### config.mk
export PLATFORM = sky130hd
export DESIGN_NAME = hif_fir_reader
export DESIGN_NICKNAME = d
export VERILOG_FILES = /design/src/rtl/hif_fir_reader.sv
export SDC_FILE = /design/constraint.sdc
export NUM_CORES = 1
export LEC_CHECK = 0
export ABC_AREA = 1
export CAP_MARGIN = 20
export CORE_MARGIN = 5
export CORE_UTILIZATION = 55
export CTS_CLUSTER_DIAMETER = 200
export DETAILED_ROUTE_END_ITERATION = 10
export PLACE_DENSITY = 0.74
export SLEW_MARGIN = 25
export SYNTH_ARGS = -nofsm -noshare
export SYNTH_HDL_FRONTEND = slang
export SYNTH_SLANG_ARGS = --single-unit
### constraint.sdc
create_clock -name clk -period 3.8 [get_ports clk]
set_clock_uncertainty 0.15 [all_clocks]
set_input_delay 0.95 -clock clk [delete_from_list [all_inputs] [get_ports clk]]
set_output_delay 0.95 -clock clk [all_outputs]
set_load 0.01 [all_outputs]
### src/rtl/hif_fir_reader.sv
// Streaming FIR reader: on each qualified new sample, reads NUM_TAPS samples and coefficients and emits one saturated Q1.15 result.
// Optional macro HIF_FIR_ROUND_EN: round half-up before the >>>15 instead of truncating.
module hif_fir_reader #(
  parameter int NUM_TAPS = 1021,
  parameter int COEFF_AW = 10
) (
  input  logic                       clk,
  input  logic                       rst_n,
  input  logic                       sequencing,
  input  logic                       wrt_smpl,
  input  logic signed [15:0]         smpl_in,
  input  logic signed [15:0]         coeff,
  output logic                       rd_inc,
  output logic        [COEFF_AW-1:0] coeff_addr,
  output logic        [15:0]         filt_out,
  output logic                       filt_vld,
  output logic                       busy,
  output logic                       overrun
);

  typedef enum logic [1:0] {IDLE, PRIME, MAC, DONE} state_t;

  localparam logic [10:0]         LAST_TAP  = 11'(NUM_TAPS - 1);
  localparam logic [COEFF_AW-1:0] LAST_ADDR = COEFF_AW'(NUM_TAPS - 1);

  state_t               state_q, state_d;
  logic signed [41:0]   acc_q, acc_d;
  logic [10:0]          cnt_q, cnt_d;
  logic [COEFF_AW-1:0]  addr_q, addr_d;
  logic [15:0]          filt_q, filt_d;
  logic                 vld_q, vld_d;
  logic                 ovr_q, ovr_d;

  logic signed [31:0]   prod;
  logic signed [41:0]   acc_sum;
  logic signed [41:0]   acc_rnd;
  logic signed [26:0]   acc_shr;
  logic        [15:0]   sat_val;

  // Result is taken from the sum including the final tap, so it can be registered on the MAC->DONE edge.
  always_comb begin
    prod    = smpl_in * coeff;
    acc_sum = acc_q + {{10{prod[31]}}, prod};
`ifdef HIF_FIR_ROUND_EN
    acc_rnd = acc_sum + 42'sd16384;
`else
    acc_rnd = acc_sum;
`endif
    acc_shr = acc_rnd[41:15];
    if (acc_shr > 27'sd32767)
      sat_val = 16'h7FFF;
    else if (acc_shr < -27'sd32768)
      sat_val = 16'h8000;
    else
      sat_val = acc_shr[15:0];
  end

  always_comb begin
    state_d = state_q;
    acc_d   = acc_q;
    cnt_d   = cnt_q;
    addr_d  = addr_q;
    filt_d  = filt_q;
    vld_d   = 1'b0;
    ovr_d   = ovr_q | (wrt_smpl & (state_q != IDLE));
    rd_inc  = 1'b0;
    case (state_q)
      IDLE: begin
        addr_d = '0;
        if (wrt_smpl && sequencing) state_d = PRIME;
      end
      PRIME: begin
        rd_inc = 1'b1;
        acc_d  = '0;
        cnt_d  = '0;
        if (addr_q != LAST_ADDR) addr_d = addr_q + 1'b1;
        if (sequencing) begin
          state_d = MAC;
        end else begin
          state_d = IDLE;
          addr_d  = '0;
        end
      end
      MAC: begin
        acc_d = acc_sum;
        // Fetch for tap cnt_q+1 overlaps the consume of tap cnt_q.
        if (cnt_q != LAST_TAP) begin
          rd_inc = 1'b1;
          cnt_d  = cnt_q + 1'b1;
          if (addr_q != LAST_ADDR) addr_d = addr_q + 1'b1;
        end
        if (!sequencing) begin
          state_d = IDLE;
          addr_d  = '0;
        end else if (cnt_q == LAST_TAP) begin
          state_d = DONE;
          filt_d  = sat_val;
          vld_d   = 1'b1;
        end
      end
      DONE: begin
        state_d = IDLE;
        addr_d  = '0;
      end
      default: state_d = IDLE;
    endcase
  end

  always_ff @(posedge clk or negedge rst_n) begin
    if (!rst_n) begin
      state_q <= IDLE;
      acc_q   <= '0;
      cnt_q   <= '0;
      addr_q  <= '0;
      filt_q  <= '0;
      vld_q   <= 1'b0;
      ovr_q   <= 1'b0;
    end else begin
      state_q <= state_d;
      acc_q   <= acc_d;
      cnt_q   <= cnt_d;
      addr_q  <= addr_d;
      filt_q  <= filt_d;
      vld_q   <= vld_d;
      ovr_q   <= ovr_d;
    end
  end

  assign coeff_addr = addr_q;
  assign filt_out   = filt_q;
  assign filt_vld   = vld_q;
  assign busy       = (state_q != IDLE);
  assign overrun    = ovr_q;

endmodule

==> After elaboration in Yosys (flattened, before gate mapping) <==
Cells that the tools add are included.
{ "word_totals": {"out_inout_bits": 30, "elab_cells": 53, "inputBits": 36, "regBits": 83} }
{ "classes": {"mul": 1, "n_reduce_logical": 8, "add_sub_neg": 3, "bitwise": 2, "mux": 20, "magnitude_cmp": 2, "n_eq_ne": 10} }
{ "op_table": {"columns": ["operator", "n"], "rows": [
  ["case mux 42 bit (2 select lines)", 1],
  ["adder 42 bit", 1],
  ["2-to-1 mux 10 bit", 4],
  ["multiplier 16 x 16 -> 32 bit", 1],
  ["2-to-1 mux 16 bit", 2],
  ["case mux 10 bit (3 select lines)", 1],
  ["> comparator 27 x 16 -> 1 bit, second input constant", 1],
  ["less-than comparator 27 x 16 -> 1 bit, second input constant", 1],
  ["case mux 11 bit (2 select lines)", 1],
  ["adder 11 x 1 -> 11 bit, second input constant", 1],
  ["equality test 11 x 10 -> 1 bit, second input constant", 1],
  ["2-to-1 mux 11 bit", 1],
  ["inequality test 11 x 10 -> 1 bit, second input constant", 1],
  ["adder 10 x 1 -> 10 bit, second input constant", 1],
  ["inequality test 10 bit, second input constant", 1],
  ["2-to-1 mux 2 bit", 4],
  ["case mux 2 bit (4 select lines)", 1],
  ["inequality test 3 bit, second input constant", 2],
  ["equality test 2 bit, second input constant", 2],
  ["2-to-1 mux 1 bit", 4],
  ["inequality test 2 bit, second input constant", 2],
  ["AND reduction 2 bit", 2],
  ["nonzero test 2 bit", 2],
  ["AND reduction 3 bit", 1],
  ["other kinds (7)", 7]
]} }

==> Longest topological paths before layout <==
Gate-level depths: netlist of run 1.
{ "depth": {"depth_word": 5, "depth_mapped": 50} }

==> Worst setup path before layout of run 1 <==
OpenSTA, ideal clock, no wires.
{ "synth_path": {"kind": "input-to-reg", "from": "input port smpl_in[5]", "to": "register filt_q[10], in the netlist filt_out[10]", "slack_ns": -4.903, "arrival_time_ns": 8.437, "cell_stages": 44, "path_cell_list": "clkbuf_1 -> clkbuf_1 -> nand2_1 -> fa_1 -> inv_1 -> fa_1 -> inv_1 -> fa_1 -> inv_1 -> fa_1 -> fa_1 -> inv_1 -> fa_1 -> inv_1 -> ha_1 -> a21o_1 -> a21oi_1 -> nand3_2 -> (+8 left out) -> nand2_1 -> nor2_1 -> nand2_1 -> nor2_1 -> nand3_1 -> nand3_1 -> nand2_1 -> nand2_1 -> nand2_1 -> nand2_2 -> nand3_1 -> nor2_1 -> o211ai_2 -> nand3_2 -> buf_6 -> nand2_1 -> nand2_1 -> nand2_1"} }
{ "synth_via": {"elab_chain_cells": 5} }
{ "synth_lines": {"columns": ["item", "line", "text"], "rows": [
  ["start, declared", "11", "input logic signed [15:0] smpl_in,"],
  ["multiplier 16 x 16 -> 32 bit *", "42", "prod = smpl_in * coeff;"],
  ["adder 42 bit *", "43", "acc_sum = acc_q + {{10{prod[31]}}, prod};"],
  ["less-than comparator 27 x 16 -> 1 bit", "52", "else if (acc_shr < -27'sd32768)"],
  ["2-to-1 mux 16 bit", "52", null],
  ["2-to-1 mux 16 bit *", "50", "if (acc_shr > 27'sd32767)"],
  ["end signal, assigned", "123", "filt_q <= filt_d;"],
  ["end, declared", "30", "logic [15:0] filt_q, filt_d;"]
]} }
Mark *: on every way between the ends. The rest lies on a longest branch, timed or not.
A chain may end at the register's enable or synchronous reset.

==> Final worst setup path of run 1 <==
{ "layout_path": {"from": "input port smpl_in[6]", "to": "register filt_q[13], in the netlist filt_out[13]"} }
The elaborated chain is that of the path after synthesis.

==> flow_metrics.env, run 1 <==
export IMPL_run_status="finished, violations left"
export IMPL_violations="negative setup slack"
export IMPL_crit_path_top_delay_cell="fa_1"
export IMPL_min_from="overrun"
export IMPL_io_buffer_count=65
export IMPL_clk_latency_ns=0.35
export IMPL_slowest_delay_ns=0.58
export IMPL_grt_max_degree=84
export IMPL_worst_ep_arrival_time_ns=8.67
export IMPL_firstDrtPassIters=8
export IMPL_min_path_cells=1
export IMPL_synthAdderAreaFrac=0.396
export IMPL_r2r_cells=24
export IMPL_grt_pass1_wl_um=92500
export IMPL_synth_compound_area_frac=0.0656
export IMPL_cts_root_buf="clkbuf_16"
export IMPL_synth_avg_cell_area_um2=7.01
export IMPL_final_min_clock_period_ns=8.53
export IMPL_crit_path_frequent_cell="nand2_1"
export IMPL_synth_simple_area_share=0.240
export IMPL_globalRoute_totalOverflow=0
export IMPL_synth_edf_count=0
export IMPL_worstSetupStartpoint="smpl_in[6]"
export IMPL_fin_nets=3436
export IMPL_grt_met3_usage=0.0385
export IMPL_clkTransAtPathRegs_ns=0.08
export IMPL_yosysMostFrequentCell="nand2_1"
export IMPL_coreArea_mm2=0.0315
export IMPL_numCtsBuffers=9
export IMPL_worst_setup_path_start_kind="primary input"
export IMPL_regToRegSetupSlack_ns=0.27
export IMPL_synthCells=2496
export IMPL_grt_met1_usage=0.394
export IMPL_ios=66
export IMPL_synth_seq_cells=83
export IMPL_ys_types=44
export IMPL_worst_slew_margin_rel=0.312
export IMPL_grt_use_met2=0.555
export IMPL_syn_area_mm2=0.0175
export IMPL_vias=19100
export IMPL_synth_main_ff_cell="dfrtp_1"
export IMPL_drc=0
export IMPL_post_route_period_util=2.24
export IMPL_gp_congestion=0.948
export IMPL_grt_usage=0.318
export IMPL_max_freq_ghz=0.117
export IMPL_hold_buffers=0
export IMPL_synth_top_family_by_area="adder cells"
export IMPL_syn_nets=2928
export IMPL_grt_busiest_layer="met2"
export IMPL_h_tree_depth=3
export IMPL_ys_seq_area_frac=0.119
export IMPL_synth_xor_area_frac=0.0188
export IMPL_drtIter0Drc=1732
export IMPL_wirelength_um=65400
export IMPL_synth_area_leader_cell="fa_1"
export IMPL_crit_fanout=7
export IMPL_diodes=0
export IMPL_r2r_start="acc_q[0]"
export IMPL_crit_end="filt_out[13]"
export IMPL_rsz0062_at_grt="true"
export IMPL_cts_path_max_buffers=2
export IMPL_cts_tree="built"
export IMPL_finalHoldViolations=0
export IMPL_grt_pass1_vias=18800
export IMPL_layout_area_overhead_vs_synth_pct=49.2
export IMPL_routedWlPerCell_um=19.2
export IMPL_criticalPathCategory="primary input to register"
export IMPL_fin_ws_ns=-4.73
export IMPL_yosys_warnings=0
export IMPL_ant_nets=0
export IMPL_cp_end_kind="register"
export IMPL_regToRegEndpoint="filt_out[6]"
export IMPL_synthTopCellsByCount="736 x nand2_1, 673 x inv_1, 263 x fa_1"
export IMPL_drv_cap=0
export IMPL_drive_above_1_share=0.396
export IMPL_rows=65
export IMPL_required_ns=3.94
export IMPL_post_route_util=0.830
export IMPL_yosys_area_top_type_share=0.301
export IMPL_floorplan_initialDensity=0.556
export IMPL_ys_async_sr_fraction=1.00
export IMPL_finalSetupViolCount=54
export IMPL_holdCritPathClass="register to register"
export IMPL_die_h_um=188
export IMPL_worst_slew_pin_slew_ns=1.03
export IMPL_synth_area_top_cells="fa_1 30%, nand2_1 16%, inv_1 14%"
export IMPL_dieWidth_um=188
export IMPL_antenna_found_initial=0
export IMPL_maxSlewViolCount=0
export IMPL_dieArea_mm2=0.0355
export IMPL_cts_sinks=83
export IMPL_dp_hpwl_um=40200
export IMPL_viasPerCell=5.59
export IMPL_synth_mux_area_frac=0
export IMPL_hold_slack_ns=0.319
-- per-layer routing --
metal | part of all wire | routed length, um | vias to the layer above
met5 | 0 | 0 | -
met4 | 0.076 | 4980 | 0
met3 | 0.075 | 4910 | 417
met2 | 0.49 | 32200 | 1126
met1 | 0.36 | 23300 | 9174
li1 | - | - | 8350
-- worst max-delay path: cells and delay by family --
family | cells | cell delay (ns)
compound gates | 3 | 0.52
fa+ha+maj | 8 | 3.74
simple gates | 21 | 2.15
buf+inv | 12 | 1.08
xor+xnor | 1 | 0.21
-- placed cells by master, fill, tap and decap left out, types with 9 or more instances in the layout --
master / n
nand2_1: 547
fa_2: 24
nand3_2: 24
inv_1: 553
buf_2: 12
o21ai_1: 16
o22ai_2: 9
xor2_1: 14
nor2_1: 73
nor2_4: 46
nand2_4: 50
ha_1: 67
a21oi_4: 10
o22ai_1: 20
nand2_2: 149
a21oi_1: 24
clkdlybuf4s50_1: 32
inv_2: 121
o21ai_0: 24
nand3_1: 45
o21ai_2: 13
fa_1: 239
buf_4: 387
buf_12: 22
buf_6: 85
clkbuf_16: 11
a21oi_2: 38
dfrtp_1: 83
nand4_1: 22
ha_4: 61
nor2_2: 41
-- cell type report --
type	instances	area [um^2]
multi-input combinational	1668	15500
sequential	83	2080
clock buffer	9	225
tap	402	503
timing repair inverter	1	7.51
fill	1635	5360
timing repair buffer	563	5160
inverter	678	2550
clock inverter	7	73.8
-- through the flow --
stage	instance area, um^2	setup slack, ns	instances	setup TNS, ns
2_1_floorplan	18500	-4.29	2496	-177.58
5_1_grt	26100	-5.01	3411	-214.94
3_5_place_dp	21900	-5.41	3230	-241.03
3_3_place_gp	21900	-5.29	3230	-236.33
6_report	26100	-4.73	3411	-203.29
4_1_cts	24100	-4.43	3353	-193.31
-- cells by family (layout without fill, tap and decap cells) --
family | count (synthesis) | after routing
XOR/XNOR | 35 | 35
AO/OA/AOI/OAI | 199 | 199
buffers and inverters | 748 | 1258
AND/OR/NAND/NOR | 1035 | 1038
adder cells (fa/ha/maj) | 396 | 396
flip-flops | 83 | 83
-- worst min path at each step --
stage | end
floorplan | cnt_q[5]
global placement | overrun
global route | filt_out[11]
finish | overrun
CTS | overrun
detailed placement | overrun
-- registers in the layout, indices dropped and copies added, names as in the netlist --
| signal | cells |
|---|---|
| coeff_addr | 10 |
| acc_q | 42 |
| filt_out | 16 |
| overrun | 1 |
| state_q | 2 |
| filt_vld | 1 |
| cnt_q | 11 |
-- repair_timing --
action,CTS,global route
gates resized for setup,395,461
pin swaps,217,248
endpoints found under the hold margin,0,0
setup buffers,91,66
setup endpoints to repair,55,55
gates cloned,16,2
Power of run 1 is not shown: default switching activity piles up to over one toggle a cycle in this logic, so the estimate is an artifact.
==> run 2: changes to the inputs <==
--- a/config.mk
+++ b/config.mk
@@ -11,7 +11,8 @@
 export CORE_UTILIZATION = 55
 export CTS_CLUSTER_DIAMETER = 200
 export DETAILED_ROUTE_END_ITERATION = 10
-export PLACE_DENSITY = 0.74
+export DONT_BUFFER_PORTS = 1
+export PLACE_DENSITY = 0.71
 export SLEW_MARGIN = 25
 export SYNTH_ARGS = -nofsm -noshare
 export SYNTH_HDL_FRONTEND = slang
==> run 2 against run 1 <==
Cell area shrank 7.2%. Final cell count down 6.0%. Register-to-register slack better by 0.19 ns. Utilization fell by 6.0 points. Fmax increased by 4.7%. The flow still finishes with violations (negative setup slack). Non-clock buffer count down 206. Die area unchanged. Largest cell class unchanged. Setup slack better by 0.38 ns.
==> flow_metrics.env, run 2 (same netlist as run 1, synthesis figures left out) <==
export IMPL_run_status="finished, violations left"
export IMPL_violations="negative setup slack"
export IMPL_r2r_start="acc_q[0]"
export IMPL_clk_latency_ns=0.36
export IMPL_grt_max_degree=84
export IMPL_fin_nets=3230
export IMPL_drtIter0Drc=1039
export IMPL_grt_use_met2=0.507
export IMPL_dieWidth_um=188
export IMPL_crit_fanout=7
export IMPL_critPathBufInv=7
export IMPL_die_h_um=188
export IMPL_ios=66
export IMPL_drv_cap=0
export IMPL_vias=16900
export IMPL_rsz0062_at_grt="true"
export IMPL_viasPerCell=5.27
export IMPL_fin_ws_ns=-4.35
export IMPL_drc=0
export IMPL_grt_met1_usage=0.372
export IMPL_crit_path_top_delay_cell="fa_1"
export IMPL_regToRegEndpoint="filt_out[8]"
export IMPL_h_tree_depth=3
export IMPL_final_min_clock_period_ns=8.15
export IMPL_coreArea_mm2=0.0315
export IMPL_drive_above_1_share=0.354
export IMPL_hold_buffers=0
export IMPL_cp_end_kind="register"
export IMPL_io_buffer_count=0
export IMPL_antenna_found_initial=0
export IMPL_grt_pass1_vias=17200
export IMPL_grt_met3_usage=0.0270
export IMPL_rows=65
export IMPL_worst_setup_path_start_kind="primary input"
export IMPL_finalHoldViolations=0
export IMPL_firstDrtPassIters=5
export IMPL_gp_congestion=0.954
export IMPL_crit_path_frequent_cell="nand2_1"
export IMPL_maxSlewViolCount=0
export IMPL_critPathTopFamily="adder cells"
export IMPL_cts_root_buf="clkbuf_16"
export IMPL_layout_area_overhead_vs_synth_pct=38.4
export IMPL_numCtsBuffers=9
export IMPL_ant_nets=0
export IMPL_dieArea_mm2=0.0355
export IMPL_final_common_cell="inv_1"
export IMPL_final_cell_mix="587 x inv_1, 556 x nand2_1, 279 x buf_4, 245 x fa_1, 136 x nand2_2"
export IMPL_regMostFlops="acc_q"
export IMPL_fin_cells=3205
export IMPL_max_freq_ghz=0.123
export IMPL_criticalPathCategory="primary input to register"
export IMPL_grt_pass1_wl_um=83400
export IMPL_slowest_delay_ns=0.58
export IMPL_grt_usage=0.285
export IMPL_cts_sinks=83
export IMPL_regToRegSetupSlack_ns=0.46
export IMPL_routedWlPerCell_um=16.7
export IMPL_r2r_cells=21
export IMPL_post_route_util=0.770
export IMPL_post_route_period_util=2.14
export IMPL_largest_register_ffs=42
export IMPL_dp_cells=3110
export IMPL_wirelength_um=53600
export IMPL_finalSetupViolCount=53
export IMPL_floorplan_initialDensity=0.556
export IMPL_dp_hpwl_um=39100
export IMPL_holdCritPathClass="primary input to async pin"
export IMPL_diodes=0
export IMPL_required_ns=3.94
export IMPL_clkTransAtPathRegs_ns=0.07
export IMPL_worst_ep_arrival_time_ns=8.29
export IMPL_worst_slew_margin_rel=0.265
export IMPL_cts_path_max_buffers=2
export IMPL_cts_tree="built"
export IMPL_globalRoute_totalOverflow=0
export IMPL_grt_busiest_layer="met2"
export IMPL_worst_slew_pin_slew_ns=1.10
[run 2: final cells by class]
type                    instances  area [um^2]
flip-flops and latches         83         2080
well taps                     402          503
multi-input cells            1668        15800
fillers                      2111         7250
clock inverters                 7         81.3
repair inverters                1         7.51
repair buffers                357         2990
inverters                     678         2570
clock buffers                   9          225
[run 2: through the flow]
step	setup WS [ns]	instance area, um^2	TNS, ns	hold slack (ns)
2_1_floorplan	-4.29	18500	-177.58	0.314
3_5_place_dp	-4.91	20500	-210.91	0.335
5_1_grt	-4.64	24200	-194.58	0.116
6_report	-4.35	24200	-181.79	0.128
3_3_place_gp	-4.78	20500	-205.85	0.326
4_1_cts	-4.13	22600	-175.16	0.119
[run 2: timing repair]
action	4_1_cts	5_1_grt
pin swaps	202	277
buffers inserted	44	41
endpoints found under the setup margin	53	53
cloned	4	0
resized for setup	350	340
[run 2: worst max path at each step]
stage	slack [ns]	start	to	cells after the start
after global routing	-4.64	coeff[15]	filt_out[11]	44
after global placement	-4.78	coeff[15]	filt_out[3]	40
after floorplan	-4.29	coeff[6]	filt_out[10]	45
final	-4.35	coeff[15]	filt_out[8]	41
after detailed placement	-4.91	coeff[15]	filt_out[1]	39
after CTS	-4.13	coeff[15]	filt_out[1]	38
[run 2: per-layer routing]
layer  routed length, um  part of all wire
met5                   0                 0
met4                1880             0.035
met3                2500             0.047
met2               27500              0.51
met1               21700              0.41
Power of run 2 is left out for the same reason.
==> run 3: changes to the inputs <==
--- a/config.mk
+++ b/config.mk
@@ -12,7 +12,7 @@
 export CTS_CLUSTER_DIAMETER = 200
 export DETAILED_ROUTE_END_ITERATION = 10
 export DONT_BUFFER_PORTS = 1
-export PLACE_DENSITY = 0.71
+export PLACE_DENSITY_LB_ADDON = 0.3
 export SLEW_MARGIN = 25
 export SYNTH_ARGS = -nofsm -noshare
 export SYNTH_HDL_FRONTEND = slang
==> constraint.sdc (replaced) <==
create_clock -name clk -period 3.8 [get_ports clk]
set_clock_uncertainty 0.15 [all_clocks]
set_input_delay 0.95 -clock clk [delete_from_list [all_inputs] [get_ports clk]]
set_output_delay 0.95 -clock clk [all_outputs]
set_load 0.02 [all_outputs]
==> run 3 against run 2 <==
The run still ends with negative setup slack left. Non-clock buffer count is 16 higher. Flip-flop and latch count stayed put. First-iteration DRC count is 17% higher. Hold slack worse by 0.0068 ns. Sequential share of layout area is 0.053 points lower. Via count is 5.6% higher. Setup slack worse by 0.18 ns. Fmax is 2.2% lower. Cell area is 0.62% higher. Global-route usage is 1.4 points higher. Register-to-register slack worse by 0.31 ns. Die area stayed put. Critical path type unchanged. Critical endpoint is now filt_out[3]. Largest cell class unchanged.
==> flow_metrics.env, run 3 (same netlist as run 1, synthesis figures left out) <==
export IMPL_final_cell_mix="601 x inv_1, 559 x nand2_1, 283 x buf_4, 249 x fa_1, 131 x nand2_2"
export IMPL_finalSetupViolCount=53
export IMPL_rows=65
export IMPL_fin_ws_ns=-4.52
export IMPL_h_tree_depth=3
export IMPL_routedWlPerCell_um=18.4
export IMPL_numCtsBuffers=9
export IMPL_grt_pass1_vias=18200
export IMPL_violations="negative setup slack"
export IMPL_regToRegEndpoint="filt_out[7]"
export IMPL_rsz0062_at_grt="true"
export IMPL_worst_slew_pin_slew_ns=1.06
export IMPL_viasPerCell=5.54
export IMPL_diodes=0
export IMPL_vias=17800
export IMPL_floorplan_initialDensity=0.556
export IMPL_coreArea_mm2=0.0315
export IMPL_antenna_found_initial=0
export IMPL_final_min_clock_period_ns=8.32
export IMPL_crit_path_top_delay_cell="fa_2"
export IMPL_final_common_cell="inv_1"
export IMPL_drv_cap=0
export IMPL_grt_max_degree=84
export IMPL_dieWidth_um=188
export IMPL_maxSlewViolCount=0
export IMPL_max_freq_ghz=0.120
export IMPL_post_route_util=0.774
export IMPL_worstSetupStartpoint="coeff[6]"
export IMPL_worst_setup_path_start_kind="primary input"
export IMPL_ant_nets=0
export IMPL_wirelength_um=59300
export IMPL_firstDrtPassIters=5
export IMPL_criticalPathCategory="primary input to register"
export IMPL_grt_usage=0.299
export IMPL_crit_end="filt_out[3]"
export IMPL_regToRegSetupSlack_ns=0.15
export IMPL_cp_end_kind="register"
export IMPL_worst_ep_arrival_time_ns=8.47
export IMPL_crit_fanout=16
export IMPL_die_h_um=188
export IMPL_r2r_cells=24
export IMPL_clkTransAtPathRegs_ns=0.07
export IMPL_regMostFlops="acc_q"
export IMPL_hold_slack_ns=0.121
export IMPL_r2r_start="acc_q[0]"
export IMPL_slowest_delay_ns=0.54
export IMPL_holdCritPathClass="primary input to async pin"
export IMPL_dp_hpwl_um=40500
export IMPL_drtIter0Drc=1216
export IMPL_largest_register_ffs=42
export IMPL_drc=0
export IMPL_clk_latency_ns=0.37
export IMPL_run_status="finished, violations left"
export IMPL_n_fill_cell=1967
export IMPL_layout_area_overhead_vs_synth_pct=39.3
export IMPL_post_route_period_util=2.19
export IMPL_grt_pass1_wl_um=87800
export IMPL_cts_tree="built"
export IMPL_globalRoute_totalOverflow=0
export IMPL_worst_slew_margin_rel=0.293
export IMPL_cts_path_max_buffers=2
export IMPL_drive_above_1_share=0.346
export IMPL_ios=66
export IMPL_required_ns=3.95
export IMPL_finalHoldViolations=0
export IMPL_fin_nets=3244
export IMPL_cts_sinks=83
export IMPL_crit_path_frequent_cell="nand2_2"
export IMPL_dieArea_mm2=0.0355
export IMPL_cts_root_buf="clkbuf_16"
export IMPL_gp_congestion=0.947
export IMPL_io_buffer_count=0
==> run 3: metal layers <==
layer | GRT usage | up-vias | wire length, um
met2 | 0.526 | 862 | 30000
met1 | 0.385 | 8748 | 22300
met3 | 0.0374 | 266 | 4090
li1 | - | 7951 | -
met4 | 0.0992 | 0 | 2920
met5 | 0 | - | 0
==> run 3: critical path: cells and delay by family <==
kind	cells	cell delay (ns)
simple gates	25	2.66
xor+xnor	1	0.19
buf+inv	9	0.85
fa+ha+maj	8	3.62
compound gates	1	0.16
==> run 3: what timing repair did <==
item,CTS,global route
endpoints found under the setup margin,53,53
resized for setup,358,312
cloned,1,1
endpoints found under the hold margin,0,0
buffers inserted,61,34
hold buffers,0,0
pin swaps,230,222
==> run 3: worst min-delay path by stage <==
stage,start,cells after the start,end,slack [ns]
2_1_floorplan,cnt_q[5],1,cnt_q[5],0.31
3_3_place_gp,cnt_q[5],1,cnt_q[5],0.33
3_5_place_dp,cnt_q[5],1,cnt_q[5],0.35
4_1_cts,rst_n,0,cnt_q[1],0.11
5_1_grt,rst_n,0,cnt_q[1],0.11
6_report,rst_n,0,cnt_q[1],0.12
==> run 3: stage by stage <==
stage	setup TNS, ns	setup WS (ns)	cell area [um^2]	cells
4_1_cts	-179.86	-4.28	22800	3190
6_report	-190.06	-4.52	24400	3219
3_5_place_dp	-212.42	-4.95	20600	3117
5_1_grt	-203.36	-4.87	24400	3219
2_1_floorplan	-177.58	-4.29	18500	2496
3_3_place_gp	-208.66	-4.86	20600	3117
==> run 3: area by class of cell <==
cell class	instances	area, um^2	area share
Clock buffer	9	225	0.00924
Clock inverter	7	73.8	0.00303
Inverter	678	2560	0.105
Multi-Input combinational cell	1667	15800	0.647
Sequential cell	83	2080	0.0852
Tap cell	402	503	0.0206
Timing Repair Buffer	373	3160	0.129
Power of run 3 is left out for the same reason.
